**config.mk**
```make
export PLATFORM = sky130hd
export DESIGN_NAME = irq_ctrl
export DESIGN_NICKNAME = d
export VERILOG_FILES = /design/src/rtl/irq_ctrl.sv
export SDC_FILE = /design/constraint.sdc
export NUM_CORES = 1
export LEC_CHECK = 0
export ABC_CLOCK_PERIOD_IN_PS = 4600
export BUFFER_PORTS_ARGS = -buffer_cell sky130_fd_sc_hd__buf_2
export CAP_MARGIN = 20
export CORE_ASPECT_RATIO = 1.75
export CORE_MARGIN = 1
export CORE_UTILIZATION = 48
export DETAILED_ROUTE_END_ITERATION = 16
export GPL_TIMING_DRIVEN = 0
export PLACE_DENSITY_LB_ADDON = 0.05
export SLEW_MARGIN = 10
export SYNTH_ARGS = -nofsm -noshare
export SYNTH_HDL_FRONTEND = slang
export SYNTH_SLANG_ARGS = --single-unit
```
**constraint.sdc**
```tcl
create_clock -name clk -period 4.6 [get_ports clk]
set_input_delay 0.46 -clock clk [delete_from_list [all_inputs] [get_ports clk]]
set_output_delay 0.46 -clock clk [all_outputs]
set_load 0.02 [all_outputs]
```
**src/rtl/irq_ctrl.sv**
```systemverilog
`default_nettype none
// ============================================================================
//  Module      : irq_ctrl
//  Description : Interrupt aggregator between peripheral interrupt lines and
//                the core interrupt entry path. Latches and masks requests,
//                picks the lowest-numbered enabled pending source, raises a
//                single request with its ID, and tracks one in-service
//                interrupt until software writes a completion to CLAIM.
//  Revision    : 1.0 - initial release
// ----------------------------------------------------------------------------
//  Parameters
//    NUM_SRC   : number of interrupt sources (1..32); bit i of each register
//                maps to source i. Source 0 is the timer level interrupt.
//  Build option
//    IRQ_CTRL_SYNC_EN : when defined, every irq_src_i bit passes through a
//                2-flop synchronizer before edge/level detection, adding two
//                cycles of request latency (4 cycles instead of 2).
//  Ports
//    clk        in   system clock
//    rstn       in   asynchronous active-low reset
//    data_i     in   [31:0] register write data
//    addr_i     in   [31:0] register address, only [3:0] decoded
//    we_i       in   register write enable
//    data_o     out  [31:0] register read data, combinational from addr_i
//    irq_src_i  in   [NUM_SRC-1:0] raw interrupt lines (clk domain)
//    int_ack_i  in   core accepts the current request (1-cycle pulse)
//    int_o      out  interrupt request to the core
//    int_id_o   out  [4:0] ID of the requested / in-service source
//  Register map (addr_i[3:0])
//    0x0 ENABLE  RW
//    0x4 PENDING RO for level sources, write-1-to-clear for edge sources
//    0x8 TRIGGER RW  1 = rising edge, 0 = level
//    0xC CLAIM   read {27'b0,id} while in service, else 0; write = completion
// ============================================================================
module irq_ctrl #(
    parameter int NUM_SRC = 8
) (
    input  logic               clk,
    input  logic               rstn,
    input  logic [31:0]        data_i,
    input  logic [31:0]        addr_i,
    input  logic               we_i,
    output logic [31:0]        data_o,
    input  logic [NUM_SRC-1:0] irq_src_i,
    input  logic               int_ack_i,
    output logic               int_o,
    output logic [4:0]         int_id_o
);

    localparam logic [3:0] c_ADDR_ENABLE  = 4'h0;
    localparam logic [3:0] c_ADDR_PENDING = 4'h4;
    localparam logic [3:0] c_ADDR_TRIGGER = 4'h8;
    localparam logic [3:0] c_ADDR_CLAIM   = 4'hC;

    typedef enum logic [1:0] {
        ST_IDLE    = 2'd0,
        ST_REQ     = 2'd1,
        ST_SERVICE = 2'd2
    } state_t;

    state_t             r_state;
    state_t             w_state_nxt;
    logic [4:0]         r_id;
    logic [4:0]         w_id_nxt;
    logic               r_int_o;

    logic [NUM_SRC-1:0] r_enable;
    logic [NUM_SRC-1:0] r_pending;
    logic [NUM_SRC-1:0] r_trigger;
    logic [NUM_SRC-1:0] r_src_q;
    logic [NUM_SRC-1:0] w_src;
    logic [NUM_SRC-1:0] w_rise;
    logic [NUM_SRC-1:0] w_ack_sel;
    logic [NUM_SRC-1:0] w_w1c;
    logic [NUM_SRC-1:0] w_clr;
    logic [NUM_SRC-1:0] w_pend_nxt;

    logic [31:0]        w_en32;
    logic [31:0]        w_pend32;
    logic [31:0]        w_trig32;

    logic               w_wr_enable;
    logic               w_wr_pending;
    logic               w_wr_trigger;
    logic               w_wr_claim;
    logic               w_cand_valid;
    logic [4:0]         w_cand_id;
    logic               w_req_live;
    logic               w_ack;
    logic               w_complete;

    // Upper address bits and unused data bits are intentionally ignored.
    logic               w_unused_bus;
    assign w_unused_bus = ^{addr_i[31:4], data_i};

    // ------------------------------------------------------------------
    // Source conditioning
    // ------------------------------------------------------------------
`ifdef IRQ_CTRL_SYNC_EN
    logic [NUM_SRC-1:0] r_sync1;
    logic [NUM_SRC-1:0] r_sync2;

    always_ff @(posedge clk or negedge rstn) begin
        if (!rstn) begin
            r_sync1 <= '0;
            r_sync2 <= '0;
        end else begin
            r_sync1 <= irq_src_i;
            r_sync2 <= r_sync1;
        end
    end

    assign w_src = r_sync2;
`else
    assign w_src = irq_src_i;
`endif

    // ------------------------------------------------------------------
    // Register bus decode
    // ------------------------------------------------------------------
    assign w_wr_enable  = we_i && (addr_i[3:0] == c_ADDR_ENABLE);
    assign w_wr_pending = we_i && (addr_i[3:0] == c_ADDR_PENDING);
    assign w_wr_trigger = we_i && (addr_i[3:0] == c_ADDR_TRIGGER);
    assign w_wr_claim   = we_i && (addr_i[3:0] == c_ADDR_CLAIM);

    // Zero-extended 32-bit views: bits at or above NUM_SRC read as 0 and a
    // 5-bit ID can index them without range issues.
    always_comb begin
        w_en32   = '0;
        w_pend32 = '0;
        w_trig32 = '0;
        w_en32[NUM_SRC-1:0]   = r_enable;
        w_pend32[NUM_SRC-1:0] = r_pending;
        w_trig32[NUM_SRC-1:0] = r_trigger;
    end

    always_comb begin
        data_o = '0;
        case (addr_i[3:0])
            c_ADDR_ENABLE:  data_o = w_en32;
            c_ADDR_PENDING: data_o = w_pend32;
            c_ADDR_TRIGGER: data_o = w_trig32;
            c_ADDR_CLAIM:   data_o = (r_state == ST_SERVICE) ? {27'b0, r_id} : 32'b0;
            default:        data_o = '0;
        endcase
    end

    // ------------------------------------------------------------------
    // Candidate selection: lowest index wins because it is assigned last.
    // ------------------------------------------------------------------
    always_comb begin
        w_cand_valid = 1'b0;
        w_cand_id    = '0;
        for (int i = NUM_SRC - 1; i >= 0; i--) begin
            if (r_pending[i] && r_enable[i]) begin
                w_cand_valid = 1'b1;
                w_cand_id    = 5'(i);
            end
        end
    end

    assign w_req_live = w_pend32[r_id] & w_en32[r_id];
    assign w_ack      = (r_state == ST_REQ) && int_ack_i;
    assign w_complete = (r_state == ST_SERVICE) && w_wr_claim && (data_i[4:0] == r_id);

    // ------------------------------------------------------------------
    // Pending update. Level bits follow the source; edge bits set on a rising
    // edge and clear on W1C or on ack of their ID, with set taking priority.
    // ------------------------------------------------------------------
    always_comb begin
        w_ack_sel = '0;
        for (int i = 0; i < NUM_SRC; i++) begin
            w_ack_sel[i] = w_ack && (r_id == 5'(i));
        end
    end

    assign w_rise     = w_src & ~r_src_q;
    assign w_w1c      = w_wr_pending ? data_i[NUM_SRC-1:0] : '0;
    assign w_clr      = (w_ack_sel | w_w1c) & r_trigger;
    assign w_pend_nxt = (w_src & ~r_trigger)
                      | (r_trigger & (w_rise | (r_pending & ~w_clr)));

    always_ff @(posedge clk or negedge rstn) begin
        if (!rstn) begin
            r_enable  <= '0;
            r_trigger <= '0;
            r_pending <= '0;
            r_src_q   <= '0;
        end else begin
            if (w_wr_enable) begin
                r_enable <= data_i[NUM_SRC-1:0];
            end
            if (w_wr_trigger) begin
                r_trigger <= data_i[NUM_SRC-1:0];
            end
            r_pending <= w_pend_nxt;
            r_src_q   <= w_src;
        end
    end

    // ------------------------------------------------------------------
    // Request / service FSM
    // ------------------------------------------------------------------
    always_comb begin
        w_state_nxt = r_state;
        w_id_nxt    = r_id;
        case (r_state)
            ST_IDLE: begin
                if (w_cand_valid) begin
                    w_state_nxt = ST_REQ;
                    w_id_nxt    = w_cand_id;
                end
            end
            ST_REQ: begin
                // ID stays frozen; a lower-index arrival does not preempt.
                if (int_ack_i) begin
                    w_state_nxt = ST_SERVICE;
                end else if (!w_req_live) begin
                    w_state_nxt = ST_IDLE;
                end
            end
            ST_SERVICE: begin
                // Completions carrying a different ID are ignored.
                if (w_complete) begin
                    w_state_nxt = ST_IDLE;
                end
            end
            default: begin
                w_state_nxt = ST_IDLE;
            end
        endcase
    end

    always_ff @(posedge clk or negedge rstn) begin
        if (!rstn) begin
            r_state <= ST_IDLE;
            r_id    <= '0;
            r_int_o <= 1'b0;
        end else begin
            r_state <= w_state_nxt;
            r_id    <= w_id_nxt;
            // Registered copy of "next state is REQ" so int_o is glitch-free
            // and tracks r_state exactly.
            r_int_o <= (w_state_nxt == ST_REQ);
        end
    end

    assign int_o    = r_int_o;
    assign int_id_o = r_id;

endmodule
`default_nettype wire
```
**Word level (Yosys, flattened, before mapping)**

Cells that the tools add are included.

- Bits in registers: 40
- Input bits: 76

- Multiplexer cells: 28
- Reduce and logical (&&, ||, !) cells: 27
- Equality and inequality tests: 14
- Bitwise logic cells: 12
- Magnitude comparators: 1

Operators with widths:

| kind | count |
|---|---|
| 8-bit bitwise AND | 5 |
| 5-bit 2-to-1 mux | 8 |
| 8-bit one-hot mux with 4 select lines | 1 |
| 8-bit NOT | 3 |
| 8-bit bitwise OR | 3 |
| 1-bit logical AND | 23 |
| 5-bit by 3-bit equality test with 1-bit output (second input constant) | 4 |
| 1-bit binary-select mux with 5-bit select | 2 |
| 5-bit by 2-bit equality test with 1-bit output (second input constant) | 2 |
| 1-bit 2-to-1 mux | 10 |
| 4-bit equality test (second input constant) | 2 |
| 2-bit 2-to-1 mux | 4 |
| 8-bit 2-to-1 mux | 1 |
| 5-bit by 6-bit < comparator with 1-bit output (second input constant) | 1 |
| 2-bit one-hot mux with 3 select lines | 1 |
| 5-bit by 1-bit equality test with 1-bit output (second input constant) | 1 |
| 5-bit equality test | 1 |
| 5-bit zero test | 1 |
| 2-bit by 1-bit equality test with 1-bit output (second input constant) | 2 |
| 4-bit by 3-bit equality test with 1-bit output (second input constant) | 1 |
| 4-bit zero test | 1 |
| 3-bit 2-to-1 mux | 1 |
| 2-bit equality test (second input constant) | 1 |
| 2-bit zero test | 1 |
| other kinds (2) | 2 |

**Logic depth before layout (Yosys ltp)**

- Word-level depth: 12
- Gate-level depth with buffers: 5
- Gate-level depth less buffers: 4

**Worst setup path before layout**

Ideal clock, no wire load.

- Path type: input-to-output
- Start: input port addr_i[3]
- End: output port data_o[0]
- Slack: 2760 ps
- Data required time: 4140 ps
- Cell stages on the path: 4
- Data arrival time: 1380 ps
- Cell sequence: nor4_4 > a22o_1 > a21oi_1 > o21ai_0

- Cells in the longest elaborated chain, start to end: 2
- Elaborated cells between the ends (all ways): 5
- Those cells by class: 3 x eq/ne; 1 x mux; 1 x reduce/logical

RTL lines:

| item | line | RTL |
|---|---|---|
| start, declared | 41 | `input logic [31:0] addr_i,` |
| 4-bit equality test (tied with other cells) | 139 | `case (addr_i[3:0])` |
| 8-bit one-hot mux with 4 select lines * | 139 |  |
| end, declared | 43 | `output logic [31:0] data_o,` |

Every way passes the cells marked *; elsewhere a longest branch is shown, timed or not.

**Final worst setup path**

Ends and elaborated chain as after synthesis.

==> results.toml <==
[sta]
hold_viol = 0
setup_violations = 0
whs_ns = 0.278
fin_crit_ns = 2.29
fin_skew_ns = 0.00253
fmax_ghz = 0.437
min_period_over_period_pct = 49.8
rsz0062_at_grt = "false"
worstMarginPinSlew_ns = 0.857
finalWorstSetupSlack_ns = 2.31
slew_violations = 0
slew_headroom_pct = 42.9
fin_tns_setup_ns = 0

[worst_setup_path]
reg2reg_slack_ns = 2.84
r2r_start = "r_enable[1]"
crit_path_end_kind = "output pin"
arrival_ns = 1.83
critPathRequiredTime_ns = 4.14
crit_fanout = 9
crit_path_start_kind = "primary input"
crit_type = "primary input to output pin"
r2r_cells = 4
reg2reg_to = "int_id_o[0]"

[finish]
drive_gt1_share_pct = 33.5
area_growth_pct = 20.0
antenna_cells = 0
multi_input_area_sq_um = 1030
regArea_sq_um = 951
n_fill_cell = 400
final_nets = 347

[synthesis]
syn_area_per_cell_sq_um = 10.3
ys_seq_elements = 38
netlist_area_sq_um = 2110
seq_area_frac_synth_pct = 45.1
yosysUniqueCellTypes = 33
synthCells = 204
yosys_warnings = 0

[routing]
first_pass_iters = 4
remaining_drc_errors = 0
vias = 1698
drtAntennaViolNets = 0
routed_wl_microns = 4720
drtIter0Drc = 43
wl_per_cell_microns = 14.7
vias_per_cell = 5.29

[clocking]
cts_resized = 0
postCtsSetupRepairBufs = 0
clk_pin_slew_worst_paths_ns = 0.07
hold_buffers = 0
cts-htree-levels = 2
cts_tree = "yes"
clock-sinks = 38
clk_path_buf_depth = 2
clock-root-buffer = "clkbuf_8"
clock_latency_ns = 0.29
cts_made_buffers = 5

[pwr]
power_density_nw_per_um2 = 436
vdd_drop_max_uv = 288
p_leak_nw = 1.27

[die]
fp.dieH_microns = 89.7
row_count = 31
die_area_sq_um = 4670
core_area_sq_um = 4190
start_util_pct = 50.3
die_w_microns = 52.1
pin_count = 114

[run_status]
outcome = "completed"

[global_routing]
grt_pass1_wl_microns = 7440
grt_pass1_vias = 1547
antenna_found_initial = 0
grt_usage_pct = 21.9
grt-ovfl-total = 0
grt_max_degree = 39

[place]
pre_cts_slack_ns = 2.30
gp_congestion = 0.863
portBuffers = 35
dp_hpwl_microns = 3530

[worst_hold_path]
hp-class = "primary input to async pin"

[run]
drv_cap = 0
[worst max-delay path: stages]
cell,delay [ns]
buf_2,0.15
nor4_4,0.63
a22o_1,0.24
a21oi_1,0.04
o21ai_0,0.11
buf_2,0.19
[sequential cells by signal (all words and copies together) (netlist names)]
name and flops:
int_o 1, r_pending 8, r_trigger 8, r_state 2, int_id_o 3, r_src_q 8
r_enable 8
[how the worst max path moves through the flow]
stage                   start        end  slack, ns  cells past startpoint
finish              addr_i[3]  data_o[0]       2.31                      6
global placement    addr_i[3]  data_o[2]       2.30                      6
floorplan           addr_i[3]  data_o[0]       2.76                      4
CTS                 addr_i[3]  data_o[2]       2.31                      6
detailed placement  addr_i[3]  data_o[2]       2.30                      6
global route        addr_i[3]  data_o[1]       2.24                      6
[synthesized netlist by cell type]
master	number	share of area, %
a221oi_1	6	2.5
nor4b_4	2	2.3
nand3_1	6	1.4
nand2_1	35	6.2
nand2_2	2	0.59
and2_1	5	1.5
a31oi_1	4	1.2
clkbuf_1	2	0.36
a21boi_0	1	0.36
nor4_4	1	1.0
conb_1	1	0.18
a21o_1	6	2.1
nor2_1	8	1.4
xnor2_1	3	1.2
nand4_1	2	0.59
o41ai_1	2	0.83
dfrtp_1	38	45
o211ai_1	1	0.36
o31a_1	1	0.42
o21ai_0	8	1.9
nand3b_1	1	0.36
o211a_1	1	0.47
nor3b_1	2	0.71
a22o_1	9	3.7
o2111ai_1	1	0.42
mux4_2	1	1.1
a21oi_1	3	0.71
mux2_2	16	8.5
inv_1	3	0.53
buf_6	1	0.53
buf_4	26	9.3
a22oi_1	5	1.8
nor2b_1	1	0.30
[layout by cell type, fill, tap and decap left out, types with 4 or more instances in the layout]
cell,n
a31oi_1,4
a21o_1,6
nor2_1,8
a22oi_1,5
mux2_2,16
o21ai_0,8
nand3_1,6
buf_4,26
a22o_1,9
conb_1,26
dfrtp_1,38
and2_1,5
clkbuf_8,6
buf_2,35
a221oi_1,6
nand2_1,35
[final cells by class]
class / instances / area share [%]
Buffer: 29 / 8.46
Clock buffer: 7 / 3.41
Clock inverter: 1 / 0.198
Inverter: 3 / 0.445
Multi-Input combinational cell: 159 / 40.6
Sequential cell: 38 / 37.6
Tap cell: 49 / 2.42
Timing Repair Buffer: 35 / 6.92
[power by group]
part | switching (mW) | internal [mW] | leakage [nW]
logic | 0.217 | 0.163 | 0.769
clock network | 0.115 | 0.121 | 0.0482
registers | 0.0772 | 0.411 | 0.456
[stage by stage]
step	instance area [sq um]	std cells	utilization, %	total power, mW
2_1_floorplan	2200	229	-	0.754
3_3_place_gp	2440	313	58.2	0.866
4_1_cts	2530	321	60.4	1.11
6_report	2530	321	60.4	1.10
3_5_place_dp	2440	313	58.2	0.871
5_1_grt	2530	321	60.4	1.17
[cells by family (layout without fill, tap and decap cells)]
kind of cell | after synthesis | in the layout | share of synthesized area (%)
and+or+nand+nor | 65 | 65 | 16.4
DFF | 38 | 38 | 45.1
xor gates and xnor gates | 3 | 3 | 1.25
other | 1 | 26 | 0.178
AOI/OAI and AO/OA | 48 | 48 | 16.8
buffers and inverters | 32 | 75 | 10.7
muxes | 17 | 17 | 9.61
[routing by layer]
metal  wire [microns]  global-route usage (%)  vias up  part of all wire, %
li1                 -                       -      814                    -
met1             1840                    26.8      795                   39
met2             2410                    36.6       76                   51
met3              305                    2.86       13                  6.5
met4              167                    11.8        0                  3.5
met5                0                       0        -                    0
(Power assumes the default switching activity.)
